**src/rtl/reflet_bus_arbiter.sv**
```systemverilog
// reflet_bus_arbiter: shares one bus between two reflet masters (round-robin with quantum, lock, dead switch cycle).
// Define REFLET_ARBITER_FIXED_PRIORITY_EN to give master 0 fixed priority instead.
module reflet_bus_arbiter #(
  parameter int WORDSIZE = 16,
  parameter int QUANTUM  = 16
) (
  input  logic                clk_i,
  input  logic                rst_ni,
  input  logic                enable_i,
  input  logic                m0_req_i,
  input  logic                m0_lock_i,
  input  logic [WORDSIZE-1:0] m0_addr_i,
  input  logic [WORDSIZE-1:0] m0_data_out_i,
  input  logic                m0_write_en_i,
  output logic                m0_enable_o,
  input  logic                m1_req_i,
  input  logic                m1_lock_i,
  input  logic [WORDSIZE-1:0] m1_addr_i,
  input  logic [WORDSIZE-1:0] m1_data_out_i,
  input  logic                m1_write_en_i,
  output logic                m1_enable_o,
  output logic [WORDSIZE-1:0] bus_addr_o,
  output logic [WORDSIZE-1:0] bus_data_out_o,
  output logic                bus_write_en_o,
  output logic [1:0]          owner_o
);
  localparam int CW = $clog2(QUANTUM + 1);
  localparam logic [CW-1:0] QMAX = CW'(QUANTUM);
  typedef enum logic [1:0] {IDLE, OWN0, OWN1, SWITCH} state_t;
  state_t state_q, state_d;
  logic [CW-1:0] count_q, count_d, count_sat;
  logic last_q, last_d;
  logic grant0, grant1, rel0, rel1, own0, own1;
`ifdef REFLET_ARBITER_FIXED_PRIORITY_EN
  assign grant0 = m0_req_i;
  assign grant1 = m1_req_i && !m0_req_i;
  assign rel0   = !m0_req_i;
  assign rel1   = !m1_req_i || (m0_req_i && !m1_lock_i);
`else
  localparam logic [CW-1:0] QM1 = CW'(QUANTUM - 1);
  logic expired;
  // expired means count reaches the quantum at this edge
  assign expired = count_q >= QM1;
  assign grant0  = m0_req_i && (!m1_req_i || last_q);
  assign grant1  = m1_req_i && (!m0_req_i || !last_q);
  assign rel0    = !m0_req_i || (expired && m1_req_i && !m0_lock_i);
  assign rel1    = !m1_req_i || (expired && m0_req_i && !m1_lock_i);
`endif
  assign count_sat = count_q == QMAX ? count_q : count_q + 1'b1;
  always_comb begin
    state_d = state_q;
    count_d = count_q;
    last_d  = last_q;
    if (enable_i) begin
      case (state_q)
        OWN0: begin
          count_d = count_sat;
          state_d = rel0 ? SWITCH : OWN0;
        end
        OWN1: begin
          count_d = count_sat;
          state_d = rel1 ? SWITCH : OWN1;
        end
        default: begin
          count_d = '0;
          state_d = grant0 ? OWN0 : grant1 ? OWN1 : IDLE;
          last_d  = grant0 ? 1'b0 : grant1 ? 1'b1 : last_q;
        end
      endcase
    end
  end
  always_ff @(posedge clk_i or negedge rst_ni) begin
    if (!rst_ni) begin
      state_q <= IDLE;
      count_q <= '0;
      last_q  <= 1'b1;
    end else begin
      state_q <= state_d;
      count_q <= count_d;
      last_q  <= last_d;
    end
  end
  assign own0           = state_q == OWN0;
  assign own1           = state_q == OWN1;
  assign owner_o        = {own1, own0};
  assign m0_enable_o    = own0 && enable_i;
  assign m1_enable_o    = own1 && enable_i;
  assign bus_addr_o     = own0 ? m0_addr_i : own1 ? m1_addr_i : '0;
  assign bus_data_out_o = own0 ? m0_data_out_i : own1 ? m1_data_out_i : '0;
  assign bus_write_en_o = own0 ? m0_write_en_i : own1 ? m1_write_en_i : 1'b0;
endmodule

```
**config.mk**
```make
export PLATFORM = sky130hd
export DESIGN_NAME = reflet_bus_arbiter
export DESIGN_NICKNAME = d
export VERILOG_FILES = /design/src/rtl/reflet_bus_arbiter.sv
export SDC_FILE = /design/constraint.sdc
export NUM_CORES = 1
export LEC_CHECK = 0
export ABC_AREA = 1
export CAP_MARGIN = 10
export CORE_MARGIN = 1
export CORE_UTILIZATION = 29
export CTS_CLUSTER_SIZE = 16
export DETAILED_ROUTE_END_ITERATION = 16
export GPL_TIMING_DRIVEN = 0
export PLACE_DENSITY = 0.93
export SYNTH_ARGS = -nofsm -noshare
export SYNTH_HDL_FRONTEND = slang
export SYNTH_SLANG_ARGS = --single-unit
```
**constraint.sdc**
```tcl
create_clock -name clk_i -period 2.01 [get_ports clk_i]
set_input_delay 0.402 -clock clk_i [delete_from_list [all_inputs] [get_ports clk_i]]
set_output_delay 0.402 -clock clk_i [all_outputs]
set_load 0.1 [all_outputs]
```
==> summary.txt <==
Die Wd: 61.9 microns
Worst Hold Class: in -> async
Synth warn: 0
First-pass detailed-route iteration total: 5
IO Pins: 110
TritonCTS Sinks: 8
Largest net degree at the start of global routing: 11
Remaining Overflow, GRT: 0
Final period util: 1.11
Layout cells sized above 1: 0.445
RSZ-0062 raised after global routing: true
Yosys reg bits: 8
Violated checks: setup timing
# rows: 21
Num CTS Buffers: 3
Fin crit period: 2220 ps
Max Root-Sink Buffers: 2
Initial Util: 0.307
Seq/Total Area, Yosys: 0.194
First-pass GRT wire length: 7290 microns
Dpl cells: 344
CTS H-Tree Depth: 1
Post-DRT Antenna Nets: 0
Fin. max-slew vios: 0
DRT iter0 DRCs: 178
Max cap viols: 0
Critical path endpoint category: output pin
Clk_skew: 0.601 ps
Vias: 2149
Setup_tns: -3910 ps
Slowest-stage cell, CP: dfrtp_1
Post-synthesis cell type count: 19
Syn Area/Cell: 5.47 sq um
Clock transition at the registers of the reported paths: 60 ps
Input/output buffers: 108
Crit start category: flip-flop
Post-route cell area: 0.00323 sq mm
Final WL: 9540 microns
Crit Path Max Fanout: 7
Syn Nets: 268
Clock Latency Late Sink: 270 ps
DR WL/cell: 26.3 microns
Drc violations: 0
Root Buffer: clkbuf_4
Area growth, synth to finish: 211%
Nets: 396
Die H: 61.9 microns
Final Non-Filler Cells: 363
Worst slew margin: 0.626
Syn Std Cell Area: 0.00104 sq mm
Arrival @ worst endpoint: 1820 ps
Required @ worst endpoint: 1610 ps
Vias in the first global route: 1593
Commonest non-fill, non-tap cells in the layout: 71 x clkdlybuf4s50_1, 55 x nand2_1, 34 x buf_12, 22 x nand2_2, 20 x nand3_2
CTS tree: built
Min Hold Slack: 428 ps
Crit path largest cell delay: 460 ps
Most common cell after layout, fill and taps aside: clkdlybuf4s50_1
Initial antenna violation count: 0
Peak Freq: 450 MHz
Routed vias/inst: 5.92
Post-placement cell area: 0.00225 sq mm
Total track usage: 0.263
GP Congestion: 0.868
Final Hold Viols: 0
Outcome: finished with violations
Die area: 0.00383 sq mm
Final setup fails: 36
Tightest Pin Transition: 564 ps
Kind of critical path: reg -> out
Final worst slack: -212 ps
Core area: 0.00339 sq mm
Diode count: 0
Mapped Cells: 190
Post-DP HPWL: 3580 microns
Crit path top cell by count: buf_12
Crit path cell chain: inv_2 > ha_4 > buf_12 > clkinv_8 > buf_8 > nand3_2 > nand2_2 > buf_12
cells by family (layout without fill, tap and decap cells):
family | Yosys count | count (layout) | share of synthesized area
AO/OA/AOI/OAI | 13 | 13 | 0.0878
adder cells (fa/ha/maj) | 5 | 5 | 0.0602
buffers and inverters | 31 | 158 | 0.130
flip-flops | 8 | 8 | 0.194
AND/OR/NAND/NOR | 133 | 133 | 0.528
Yosys cell counts:
master    instances  share of area
o21ai_0           3          0.014
inv_1            14          0.051
dfstp_2           1          0.025
a21oi_1           4          0.019
a21oi_2           2          0.017
o22ai_1           1         0.0060
nor2_1            9          0.032
clkbuf_1          3          0.011
a31oi_4           1          0.020
nand4_1           2          0.012
inv_2             3          0.011
nand2_1          86           0.31
a31oi_1           1         0.0060
nand3_1          36           0.17
buf_4             2          0.014
ha_1              5          0.060
dfrtp_1           7           0.17
buf_2             9          0.043
o21ai_1           1         0.0048
worst max-delay path, delay by kind of cell, from the launching register on:
kind / cells / cell delay [ps]
simple gates: 2 / 280
buf+inv: 5 / 620
fa+ha+maj: 1 / 180
flops: 1 / 460
layer usage:
layer / vias up / share of wire / global-route usage / routed length (microns)
met5: - / 0 / 0 / 0
met4: 0 / 0.10 / 0.114 / 996
met3: 97 / 0.13 / 0.0725 / 1200
met2: 221 / 0.47 / 0.504 / 4470
met1: 970 / 0.30 / 0.263 / 2880
li1: 861 / - / - / -
flip-flops by register name, summed over array words and instances, names as in the netlist:
name and flops:
count_q 5, state_q 2, last_q 1
worst paths after layout:
check | from | to | slack, ps | cells after the start
worst max-delay path | state_q[1] | bus_addr_o[14] | -210 | 8
worst min register to register | last_q | last_q | 580 | 2
max in group asynchronous | rst_ni | last_q | 1260 | 1
worst min-delay path | rst_ni | count_q[4] | 430 | 1
min in group clk_i | enable_i | state_q[0] | 520 | 3
worst max register to register | count_q[0] | state_q[0] | 10 | 12
layout make-up:
cell class,count,area [sq um]
fillers,83,160
plain buffers,14,183
flip-flops and latches,8,201
well taps,46,57.6
multi-input cells,151,1060
inverters,17,76.3
clock buffers,4,26.3
repair buffers,122,1610
repair inverters,1,8.76
timing repair:
action,4_1_cts,5_1_grt
pin swaps,0,28
setup endpoints to repair,37,35
buffers inserted,2,5
hold buffers,0,0
resized for setup,328,85
gates cloned,1,7
per-stage QoR:
step                      setup slack, ps   util
after floorplan                      38.0      -
after global placement               -932  0.665
after detailed placement             -939  0.665
after CTS                           -26.1  0.781
after global routing                 -215  0.953
final                                -212  0.953
Power is left out: the tool's default activity adds up to more than one toggle a clock period on the data nets, which glitch-free logic cannot reach.
==> patch, RTL diff (same settings) <==
Change the parameter `QUANTUM` from 16 to 32.
--- a/src/rtl/reflet_bus_arbiter.sv
+++ b/src/rtl/reflet_bus_arbiter.sv
@@ -2,7 +2,7 @@
 // Define REFLET_ARBITER_FIXED_PRIORITY_EN to give master 0 fixed priority instead.
 module reflet_bus_arbiter #(
   parameter int WORDSIZE = 16,
-  parameter int QUANTUM  = 16
+  parameter int QUANTUM  = 32
 ) (
   input  logic                clk_i,
   input  logic                rst_ni,
Check against the original RTL: same outputs for any inputs over 10 cycles, from zero or initial values and one cycle with rst_ni low; that may be too few to reach the edited logic, so the function may still have changed.
==> patch against the unedited design <==
Synthesized area grew 5.7%. Final area shrank 13%. Global-route usage shrank 1.1 points. Sequential cell count grew 1. Worst setup slack gained 0.21 ns. Routed wire length shrank 40%.
Power is not shown: default switching activity piles up to over one toggle a cycle in this logic, so the estimate is an artifact.
==> patch: results (changes against the unedited design) <==
| Metric | Value |
|---|---|
| Met1 GRT Util | 0.257 (-0.00550) |
| Final RePlAce weighted congestion | 0.834 (-3.8%) |
| Flop-to-flop setup slack | 0.43 ns (+0.42 ns) |
| Routed met3 length | 454 um (-62%) |
| RR Startpoint | state_q[1] |
| Syn Nets | 275 (+2.6%) |
| Vias in the first global route | 1680 (+5.5%) |
| Max Clock Skew | 0.000761 ns (+0.000160 ns) |
| Status | completed |
| Filler cells | 196 (+140%) |
| Critical Path End | bus_addr_o[2] |
| GRT Total Usage | 0.251 (-0.0113) |
| First-pass GRT wire length | 7.90 mm (+8.4%) |
| Clock transition at path regs | 0.04 ns (-0.02 ns) |
| R2r worst-path depth | 8 (-4) |
| Root Buffer | clkbuf_8 |
| DR iter-0 viols | 80 (-55%) |
| Top cells by area, synth | nand2_1, dfrtp_1, nand3_1, inv_1, ha_1 |
| Layout cells sized above 1 | 0.335 (-0.109) |
| Worst setup path startpoint | state_q[0] |
| Met3 GRT Util | 0.0725 (unchanged) |
| Rel. slew slack | 0.627 (+0.00107) |
| Skew-Pair Late Insertion Delay | 0.23 ns (-0.04 ns) |
| Post-DP HPWL | 3.64 mm (+1.8%) |
| Drt first pass iters | 4 (-1) |
| Worst Path Arrival | 1.61 ns (-0.21 ns) |
| Leading cell types by count after synthesis | nand2_1, nand3_1, inv_1 |
| Unique masters post-synth | 24 (+5) |
| Seq/Total Area, Yosys | 0.206 (+0.0124) |
| Fin nets | 394 (-0.51%) |
| Met1 WL | 1.97 mm (-31%) |
| Leading registers by flop count | count_q (6), state_q (2), last_q (1) |
| Met2 wire length | 3.00 mm (-33%) |
| Crit path largest cell delay | 0.39 ns (-0.07 ns) |
[patch: stage by stage]
stage | hold slack (ns) | util | TNS, ns | setup WS, ns | instances
floorplan | 0.106 | - | 0 | 0.0210 | 198
global placement | 0.463 | 0.669 | -30.67 | -0.942 | 352
detailed placement | 0.485 | 0.669 | -31.30 | -0.968 | 352
CTS | 0.470 | 0.757 | 0 | 0.000253 | 356
global route | 0.492 | 0.812 | -0.781 | -0.0560 | 362
finish | 0.473 | 0.812 | 0 | 0.000539 | 362
[patch: worst max-delay path, delay by kind of cell (launching register included)]
kind / cells / cell delay [ns]
adder cells (fa/ha/maj): 1 / 0.20
buffers and inverters: 4 / 0.59
flip-flops: 1 / 0.39
AND/OR/NAND/NOR: 2 / 0.18
[patch: logic make-up after synthesis]
kind of cell / after synthesis / synth area share
and+or+nand+nor: 137 / 0.520
buffers and inverters: 32 / 0.132
AOI/OAI and AO/OA: 14 / 0.0797
DFF: 9 / 0.206
adders and majority gates: 4 / 0.0456
xor gates and xnor gates: 2 / 0.0159
[patch: final cells by class]
| cell class | instances | area [um^2] | share of cell area |
|---|---|---|---|
| Timing Repair Buffer | 114 | 1430 | 0.506 |
| Clock buffer | 4 | 45.0 | 0.0160 |
| Multi-Input combinational cell | 157 | 827 | 0.294 |
| Buffer | 14 | 150 | 0.0533 |
| Sequential cell | 9 | 226 | 0.0804 |
| Tap cell | 46 | 57.6 | 0.0204 |
| Inverter | 18 | 83.8 | 0.0298 |
[patch: what timing repair did]
| item | 4_1_cts | 5_1_grt |
|---|---|---|
| setup endpoints to repair | 37 | 32 |
| pin swaps | 0 | 5 |
| resized for setup | 311 | 40 |
| buffers inserted | 0 | 3 |
| gates cloned | 0 | 3 |
